--- src/rtl/ekf_ch_pkg.sv ---
// rtl/ekf_ch_pkg.sv - shared sequencer state encoding and default widths for the EKF charge path
package ekf_ch_pkg;

    // Default ROM sample word width, ROM address width and sweep length
    localparam int CH_D_WIDTH   = 16;
    localparam int CH_A_WIDTH   = 10;
    localparam int CH_N_SAMPLES = 1024;

    // Sequencer states: fetch address, wait for the registered ROM data,
    // present to the EKF core, then park in DONE after a one-shot sweep
    typedef enum logic [2:0] {
        ST_IDLE    = 3'd0,
        ST_ADDR    = 3'd1,
        ST_WAIT    = 3'd2,
        ST_PRESENT = 3'd3,
        ST_DONE    = 3'd4
    } ch_state_e;

endpackage

--- src/rtl/charge_sample_seq.sv ---
// rtl/charge_sample_seq.sv - sweeps the ib/vt/soc ROMs and presents samples to the EKF core (option: CHARGE_SEQ_LOOP_EN)
module charge_sample_seq
    import ekf_ch_pkg::*;
#(
    parameter int D_WIDTH   = CH_D_WIDTH,
    parameter int A_WIDTH   = CH_A_WIDTH,
    parameter int N_SAMPLES = CH_N_SAMPLES
) (
    input  logic               clk,
    input  logic               n_rst,
    input  logic               start,
    input  logic               abort,
    output logic [A_WIDTH-1:0] rom_raddr,
    input  logic [D_WIDTH-1:0] ib_in,
    input  logic [D_WIDTH-1:0] vt_in,
    input  logic [D_WIDTH-1:0] soc_in,
    output logic               s_valid,
    input  logic               s_ready,
    output logic [D_WIDTH-1:0] s_ib,
    output logic [D_WIDTH-1:0] s_vt,
    output logic [D_WIDTH-1:0] s_soc,
    output logic [A_WIDTH-1:0] s_idx,
    output logic               busy,
    output logic               done
);

    // Terminal index computed in A_WIDTH bits so a full 2**A_WIDTH sweep
    // compares against all-ones and the counter never has to overflow
    localparam logic [A_WIDTH-1:0] LAST_IDX = A_WIDTH'(N_SAMPLES - 1);

    ch_state_e          state_q;
    logic [A_WIDTH-1:0] cnt_q;
    logic [A_WIDTH-1:0] cnt_d;
    logic [A_WIDTH-1:0] raddr_q;
    logic [D_WIDTH-1:0] ib_q;
    logic [D_WIDTH-1:0] vt_q;
    logic [D_WIDTH-1:0] soc_q;
    logic [A_WIDTH-1:0] idx_q;
    logic               valid_q;
    logic               busy_q;
    logic               done_q;
    logic               is_last;

    // Next sample index and terminal-sample detect
    always_comb begin
        cnt_d   = cnt_q + A_WIDTH'(1);
        is_last = (cnt_q == LAST_IDX);
    end

    // Sequencer FSM; every output is a register updated alongside the state.
    // rom_raddr is loaded on entry to ADDR so the ROM registers it during
    // ADDR and its data is ready to be captured at the end of WAIT.
    always_ff @(posedge clk or negedge n_rst) begin
        if (!n_rst) begin
            state_q <= ST_IDLE;
            cnt_q   <= '0;
            raddr_q <= '0;
            ib_q    <= '0;
            vt_q    <= '0;
            soc_q   <= '0;
            idx_q   <= '0;
            valid_q <= 1'b0;
            busy_q  <= 1'b0;
            done_q  <= 1'b0;
        end else begin
            done_q <= 1'b0;
            if (abort) begin
                // Abort dominates start and any handshake; no done pulse
                state_q <= ST_IDLE;
                valid_q <= 1'b0;
                busy_q  <= 1'b0;
            end else begin
                case (state_q)
                    ST_IDLE, ST_DONE: begin
                        if (start) begin
                            state_q <= ST_ADDR;
                            cnt_q   <= '0;
                            raddr_q <= '0;
                            busy_q  <= 1'b1;
                        end
                    end
                    ST_ADDR: begin
                        state_q <= ST_WAIT;
                    end
                    ST_WAIT: begin
                        ib_q    <= ib_in;
                        vt_q    <= vt_in;
                        soc_q   <= soc_in;
                        idx_q   <= cnt_q;
                        valid_q <= 1'b1;
                        state_q <= ST_PRESENT;
                    end
                    ST_PRESENT: begin
                        if (s_ready) begin
                            valid_q <= 1'b0;
                            if (is_last) begin
                                done_q <= 1'b1;
`ifdef CHARGE_SEQ_LOOP_EN
                                cnt_q   <= '0;
                                raddr_q <= '0;
                                state_q <= ST_ADDR;
`else
                                busy_q  <= 1'b0;
                                state_q <= ST_DONE;
`endif
                            end else begin
                                cnt_q   <= cnt_d;
                                raddr_q <= cnt_d;
                                state_q <= ST_ADDR;
                            end
                        end
                    end
                    default: begin
                        state_q <= ST_IDLE;
                        valid_q <= 1'b0;
                        busy_q  <= 1'b0;
                    end
                endcase
            end
        end
    end

    assign rom_raddr = raddr_q;
    assign s_valid   = valid_q;
    assign s_ib      = ib_q;
    assign s_vt      = vt_q;
    assign s_soc     = soc_q;
    assign s_idx     = idx_q;
    assign busy      = busy_q;
    assign done      = done_q;

endmodule

--- config.mk ---
export PLATFORM = sky130hd
export DESIGN_NAME = charge_sample_seq
export DESIGN_NICKNAME = d
export VERILOG_FILES = /design/src/rtl/ekf_ch_pkg.sv /design/src/rtl/charge_sample_seq.sv
export SDC_FILE = /design/constraint.sdc
export NUM_CORES = 1
export LEC_CHECK = 0
export ABC_AREA = 1
export ABC_CLOCK_PERIOD_IN_PS = 1600
export CORE_AREA = 5 5 109 111
export DETAILED_ROUTE_END_ITERATION = 10
export DIE_AREA = 0 0 114 116
export GPL_ROUTABILITY_DRIVEN = 0
export GPL_TIMING_DRIVEN = 0
export HOLD_SLACK_MARGIN = 0.1
export PLACE_DENSITY = 0.56
export SYNTH_ARGS = -nofsm -noshare
export SYNTH_HDL_FRONTEND = slang
export SYNTH_SLANG_ARGS = --single-unit
--- constraint.sdc ---
create_clock -name clk -period 1.6 [get_ports clk]
set_clock_uncertainty 0.2 [all_clocks]
set_input_delay 0.48 -clock clk [delete_from_list [all_inputs] [get_ports clk]]
set_output_delay 0.48 -clock clk [all_outputs]
set_load 0.02 [all_outputs]
==> impl_metrics.env, run 1 <==
export IMPL_run_status="finished with violations"
export IMPL_violations="negative setup slack"
export IMPL_synth_compound_area_share_pct=2.05
export IMPL_path_clk_slew_ps=80
export IMPL_firstDrtPassIters=4
export IMPL_final_util_pct=47.6
export IMPL_synth_fa_ha_area_share_pct=0.393
export IMPL_core_um2=10700
export IMPL_dpl_worst_slack_ps=-471
export IMPL_worst_path_max_fanout=4
export IMPL_grt_usage_pct=14.0
export IMPL_setup_tns_ps=-41.2
export IMPL_required_ps=920
export IMPL_drive_gt1_share_pct=30.7
export IMPL_cpPeakStageDelay_ps=450
export IMPL_hpwl_um=6340
export IMPL_syn_area_um2=3180
export IMPL_endpoint_kind="output pin"
export IMPL_period_share_pct=101
export IMPL_relSlewSlack_pct=68.9
export IMPL_cts_buffers_inserted=9
export IMPL_crit_type="reg -> out"
export IMPL_grt_pass1_wl_um=14900
export IMPL_startpoint_type="register"
export IMPL_grt_max_degree=42
export IMPL_ys_ff_latch=74
export IMPL_rows=38
export IMPL_fin_crit_ps=1620
export IMPL_initial_core_util_pct=29.7
export IMPL_wl_per_cell_um=13.3
export IMPL_fin_ws_ps=-19.0
export IMPL_worst_pin_slew_ps=466
export IMPL_finalInstanceArea_um2=5090
export IMPL_synthMuxAreaShare_pct=0
export IMPL_insertion_delay_ps=340
export IMPL_synth_simple_area_share_pct=33.6
export IMPL_crit_chain="buf_6"
export IMPL_root_buffer="clkbuf_8"
export IMPL_slew_viol_final=0
export IMPL_drv_cap=0
export IMPL_hold_path_class="reg -> reg"
export IMPL_rsz0062_at_grt="true"
export IMPL_crit_family="flip-flops"
export IMPL_hold_viol_final=0
export IMPL_avgSynthCellArea_um2=8.53
export IMPL_diodes=0
export IMPL_h_tree_depth=3
export IMPL_yosysWarnings=0
export IMPL_antenna_found_initial=0
export IMPL_ir_drop_mv=0.667
export IMPL_placed_area_um2=4610
export IMPL_synthDistinctLibCells=22
export IMPL_vias=2962
export IMPL_synth_top_family_by_area="simple AND/OR/NAND/NOR gates"
export IMPL_ys_seq_area_share_pct=58.2
export IMPL_cts_buffer_depth=2
export IMPL_netlist_instances=373
export IMPL_cts_num_sinks=74
export IMPL_port_buffers=123
export IMPL_grt_ovfl_total=0
export IMPL_critical_path_slowest_cell="dfrtp_2"
export IMPL_synth_xor_area_share_pct=1.10
export IMPL_max_freq_mhz=618
export IMPL_final_cell_mix="nand2_1 (211), dfrtp_1 (68), buf_6 (55), clkdlybuf4s50_1 (50), buf_4 (42)"
export IMPL_dieArea_um2=13200
export IMPL_die_x_um=114
export IMPL_die_h_um=116
export IMPL_setup_violations=4
export IMPL_power_density_nw_per_um2=1510
export IMPL_io_pin_count=124
export IMPL_cts_tree="done"
export IMPL_nFillCells=1080
export IMPL_drtIter0Drc=104
export IMPL_drc=0
export IMPL_drtAntennaViolNets=0
export IMPL_syn_nets=427
export IMPL_drt_vias_per_instance=4.31
export IMPL_crit_buf_inv=1
export IMPL_final_common_cell="nand2_1"
export IMPL_power_leakage_nw=2.69
export IMPL_num_nets_final=596
export IMPL_area_growth_syn_to_layout_pct=60.1
export IMPL_totalWireLength_um=9120
export IMPL_grt_pass1_vias=2959
export IMPL_critPathArrivalTime_ps=940
## final timing paths
check	startpoint	end	slack (ps)	cells after the start
max	rom_raddr[1]	rom_raddr[1]	-20	1
min	s_ib[4]	s_ib[4]	270	2
max reg2reg	rom_raddr[1]	rom_raddr[3]	0	8
min reg2reg	s_ib[4]	s_ib[4]	270	2
max in group asynchronous	n_rst	s_vt[4]	180	3
min in group asynchronous	n_rst	s_soc[3]	430	2
## stage by stage
stage | hold WS (ps) | std cells | power, mW
detailed placement | 261 | 637 | 6.11
global placement | 255 | 636 | 6.07
finish | 275 | 687 | 7.67
floorplan | -15.6 | 373 | 4.40
global route | 297 | 687 | 8.20
CTS | 278 | 668 | 7.06
## where the power goes
part / switching (mW) / total (mW) / internal [mW] / leakage (nW)
logic: 1.73 / 3.41 / 1.68 / 1.67
clock network: 0.720 / 1.32 / 0.602 / 0.0765
registers: 0.432 / 2.94 / 2.51 / 0.948
total: 2.88 / 7.67 / 4.79 / 2.69
## routing by layer
| layer | part of all wire (%) | global-route usage [%] | wire [µm] | up-vias |
|---|---|---|---|---|
| met5 | 0 | 0 | 0 | - |
| met4 | 1.5 | 5.70 | 137 | 0 |
| met3 | 6.5 | 3.60 | 595 | 11 |
| met1 | 46 | 18.5 | 4180 | 1389 |
| li1 | - | - | - | 1479 |
| met2 | 46 | 22.0 | 4200 | 83 |
## cell type report
class / count / area (µm²) / area share (%)
Tap cell: 140 / 175 / 3.44
Clock buffer: 10 / 138 / 2.70
Clock inverter: 6 / 42.5 / 0.835
Sequential cell: 74 / 1860 / 36.5
Inverter: 18 / 73.8 / 1.45
Timing Repair Buffer: 158 / 1490 / 29.2
Multi-Input combinational cell: 269 / 1230 / 24.1
Buffer: 12 / 91.3 / 1.79
## flip-flops by register name, indices dropped and copies added, names as in the netlist
| signal | flops |
|---|---|
| s_valid | 1 |
| s_soc | 16 |
| done | 1 |
| s_vt | 16 |
| busy | 1 |
| rom_raddr | 10 |
| s_idx | 10 |
| s_ib | 16 |
| state_q | 3 |
## cell usage after synthesis, drive strengths merged
cell type  count  area share (%)
inv           18             2.1
nand4          3             1.1
buf           12             2.5
nand2        223              27
dfrtp         74              58
ha             1            0.39
nor3           2            0.31
nand3         11             2.4
o21ai         13             2.0
xor2           4             1.1
nor2          12             2.9
## cells by family after synthesis
kind of cell / Yosys count
fa+ha+maj: 1
flops: 74
xor+xnor: 4
compound gates: 13
buf+inv: 30
simple gates: 251
## repair_timing
item                                    CTS  global route
endpoints found under the hold margin    33             0
cloned                                    1             0
pin swaps                                 2             5
hold buffers                              1             0
resized for setup                       325           100
endpoints found under the setup margin  133           117
buffers inserted                         13            19
Note: power is estimated with default switching activity, not from simulation.
==> run 2: changes to the inputs <==
--- a/config.mk
+++ b/config.mk
@@ -12,7 +12,7 @@
 export DIE_AREA = 0 0 114 116
 export GPL_ROUTABILITY_DRIVEN = 0
 export GPL_TIMING_DRIVEN = 0
-export HOLD_SLACK_MARGIN = 0.1
+export HOLD_SLACK_MARGIN = 0.08
 export PLACE_DENSITY = 0.56
 export SYNTH_ARGS = -nofsm -noshare
 export SYNTH_HDL_FRONTEND = slang
==> results of run 2 <==
No change in the layout: final DEF, timing and power equal those of run 1.
==> run 3: changes to the inputs <==
--- a/config.mk
+++ b/config.mk
@@ -7,13 +7,14 @@
 export LEC_CHECK = 0
 export ABC_AREA = 1
 export ABC_CLOCK_PERIOD_IN_PS = 1600
-export CORE_AREA = 5 5 109 111
+export CORE_AREA = 5 5 97 99
 export DETAILED_ROUTE_END_ITERATION = 10
-export DIE_AREA = 0 0 114 116
+export DIE_AREA = 0 0 102 104
 export GPL_ROUTABILITY_DRIVEN = 0
 export GPL_TIMING_DRIVEN = 0
 export HOLD_SLACK_MARGIN = 0.08
-export PLACE_DENSITY = 0.56
+export PLACE_DENSITY = 0.7
+export SETUP_SLACK_MARGIN = 0.02
 export SYNTH_ARGS = -nofsm -noshare
 export SYNTH_HDL_FRONTEND = slang
 export SYNTH_SLANG_ARGS = --single-unit
==> impl_metrics.env, run 3 (same netlist as run 1, synthesis figures left out) <==
export IMPL_endpoint_kind="output pin"
export IMPL_rows=34
export IMPL_dpl_worst_slack_ps=-462
export IMPL_switchingPower_mw=2.94
export IMPL_cpPeakStageDelay_ps=460
export IMPL_min_from="s_ib[4]"
export IMPL_worst_pin_slew_ps=461
export IMPL_grt_usage_pct=17.1
export IMPL_antenna_found_initial=0
export IMPL_h_tree_depth=3
export IMPL_r2r_slack_ps=50
export IMPL_crit_start="rom_raddr[1]"
export IMPL_hold_viol_final=0
export IMPL_power_leakage_nw=2.77
export IMPL_setup_violations=2
export IMPL_io_pin_count=124
export IMPL_root_buffer="clkbuf_8"
export IMPL_totalWireLength_um=8980
export IMPL_fin_ws_ps=-26.1
export IMPL_multiInputGateArea_um2=1250
export IMPL_worst_path_max_fanout=4
export IMPL_layout_cells_non_filler=665
export IMPL_nFillCells=733
export IMPL_hpwl_um=6090
export IMPL_final_cell_mix="nand2_1 (215), buf_6 (68), dfrtp_1 (66), clkdlybuf4s50_1 (50), buf_4 (44)"
export IMPL_die_h_um=104
export IMPL_cts_buffers_inserted=9
export IMPL_critical_path_slowest_cell="dfrtp_2"
export IMPL_final_util_pct=61.6
export IMPL_ir_drop_mv=0.897
export IMPL_critPathArrivalTime_ps=950
export IMPL_crit_type="reg -> out"
export IMPL_holdWs_ps=281
export IMPL_swShare_pct=36.9
export IMPL_seq_area_um2=1860
export IMPL_num_nets_final=606
export IMPL_combPwrFrac_pct=45.7
export IMPL_grt_pass1_vias=3037
export IMPL_hold_path_class="reg -> reg"
export IMPL_drive_gt1_share_pct=31.8
export IMPL_core_um2=8470
export IMPL_vias=3016
export IMPL_die_x_um=102
export IMPL_area_growth_syn_to_layout_pct=64.0
export IMPL_drc=0
export IMPL_cellInternalPower_mw=5.04
export IMPL_slew_viol_final=0
export IMPL_placed_area_um2=4570
export IMPL_dp_cells=605
export IMPL_timing_rr_start="rom_raddr[3]"
export IMPL_drt_vias_per_instance=4.54
export IMPL_crit_family="flip-flops"
export IMPL_setup_tns_ps=-46.7
export IMPL_fin_crit_ps=1630
export IMPL_path_clk_slew_ps=80
export IMPL_drtAntennaViolNets=0
export IMPL_power_density_nw_per_um2=1530
export IMPL_finalInstanceArea_um2=5220
export IMPL_seqPwrFrac_pct=37.4
export IMPL_max_freq_mhz=615
export IMPL_rsz0062_at_grt="true"
export IMPL_dieArea_um2=10600
export IMPL_startpoint_type="register"
export IMPL_insertion_delay_ps=340
export IMPL_diodes=0
export IMPL_port_buffers=123
export IMPL_period_share_pct=102
export IMPL_grt_pass1_wl_um=14600
export IMPL_power_mw=7.98
export IMPL_wl_per_cell_um=13.5
export IMPL_final_common_cell="nand2_1"
export IMPL_cts_buffer_depth=2
export IMPL_crit_chain="buf_6"
export IMPL_cts_tree="done"
export IMPL_firstDrtPassIters=4
export IMPL_drtIter0Drc=124
export IMPL_run_status="finished with violations"
export IMPL_crit_buf_inv=1
export IMPL_cts_num_sinks=74
export IMPL_grt_max_degree=42
export IMPL_relSlewSlack_pct=69.3
export IMPL_grt_ovfl_total=0
export IMPL_initial_core_util_pct=37.6
export IMPL_violations="negative setup slack"
export IMPL_pwr_share_clk_pct=17.0
export IMPL_required_ps=920
export IMPL_drv_cap=0
## run 3: changes by cell type in the layout (fill, tap and decap cells not counted), moves of 3 or more
cell,change
nand2_2,-4
nand2_1,+4
buf_6,+13
clkinvlp_4,-3
buf_2,-8
## run 3: final cells by class
class,instances,share of cell area [%]
buffer,12,1.70
clock buffer,11,2.90
clock inverter,5,0.695
timing repair buffer,167,31.1
inverter,18,1.34
multi-input combinational,270,24.0
sequential,74,35.7
tap,108,2.59
## run 3: what timing repair did
action / in CTS / in global routing
setup buffers: 22 / 20
endpoints found under the hold margin: 33 / 0
pin swaps: 6 / 10
hold buffers: 1 / 0
gates cloned: 1 / 0
resized for setup: 377 / 64
setup endpoints to repair: 133 / 133
## run 3: tightest hold or removal path, stage by stage, from the launching register on
cell,delay (ps)
dfrtp_1,340
nand2_1,50
nand2_1,60
## run 3: routing by layer
metal  vias to the layer above  part of all wire [%]  global-route usage [%]
li1                       1499                     -                       -
met1                      1404                    44                    23.3
met2                       103                    47                    26.6
met3                        10                   7.1                    3.76
met4                         0                   1.7                    6.47
met5                         -                     0                       0
## run 3: path summary, 6_finish.rpt
check | to | cells after the start
setup / recovery | rom_raddr[1] | 1
hold / removal | s_ib[4] | 2
setup reg to reg | rom_raddr[6] | 8
hold reg to reg | s_ib[4] | 2
max in group asynchronous | rom_raddr[0] | 3
min in group asynchronous | busy | 2
## run 3: power by group through the flow
stage / registers [mW] / logic (mW) / clock network (mW)
2_1_floorplan: 3.66 / 0.746 / 0
3_3_place_gp: 2.88 / 3.16 / 0
3_5_place_dp: 2.89 / 3.22 / 0
4_1_cts: 2.90 / 3.17 / 1.40
5_1_grt: 3.06 / 3.92 / 1.48
6_report: 2.98 / 3.65 / 1.35
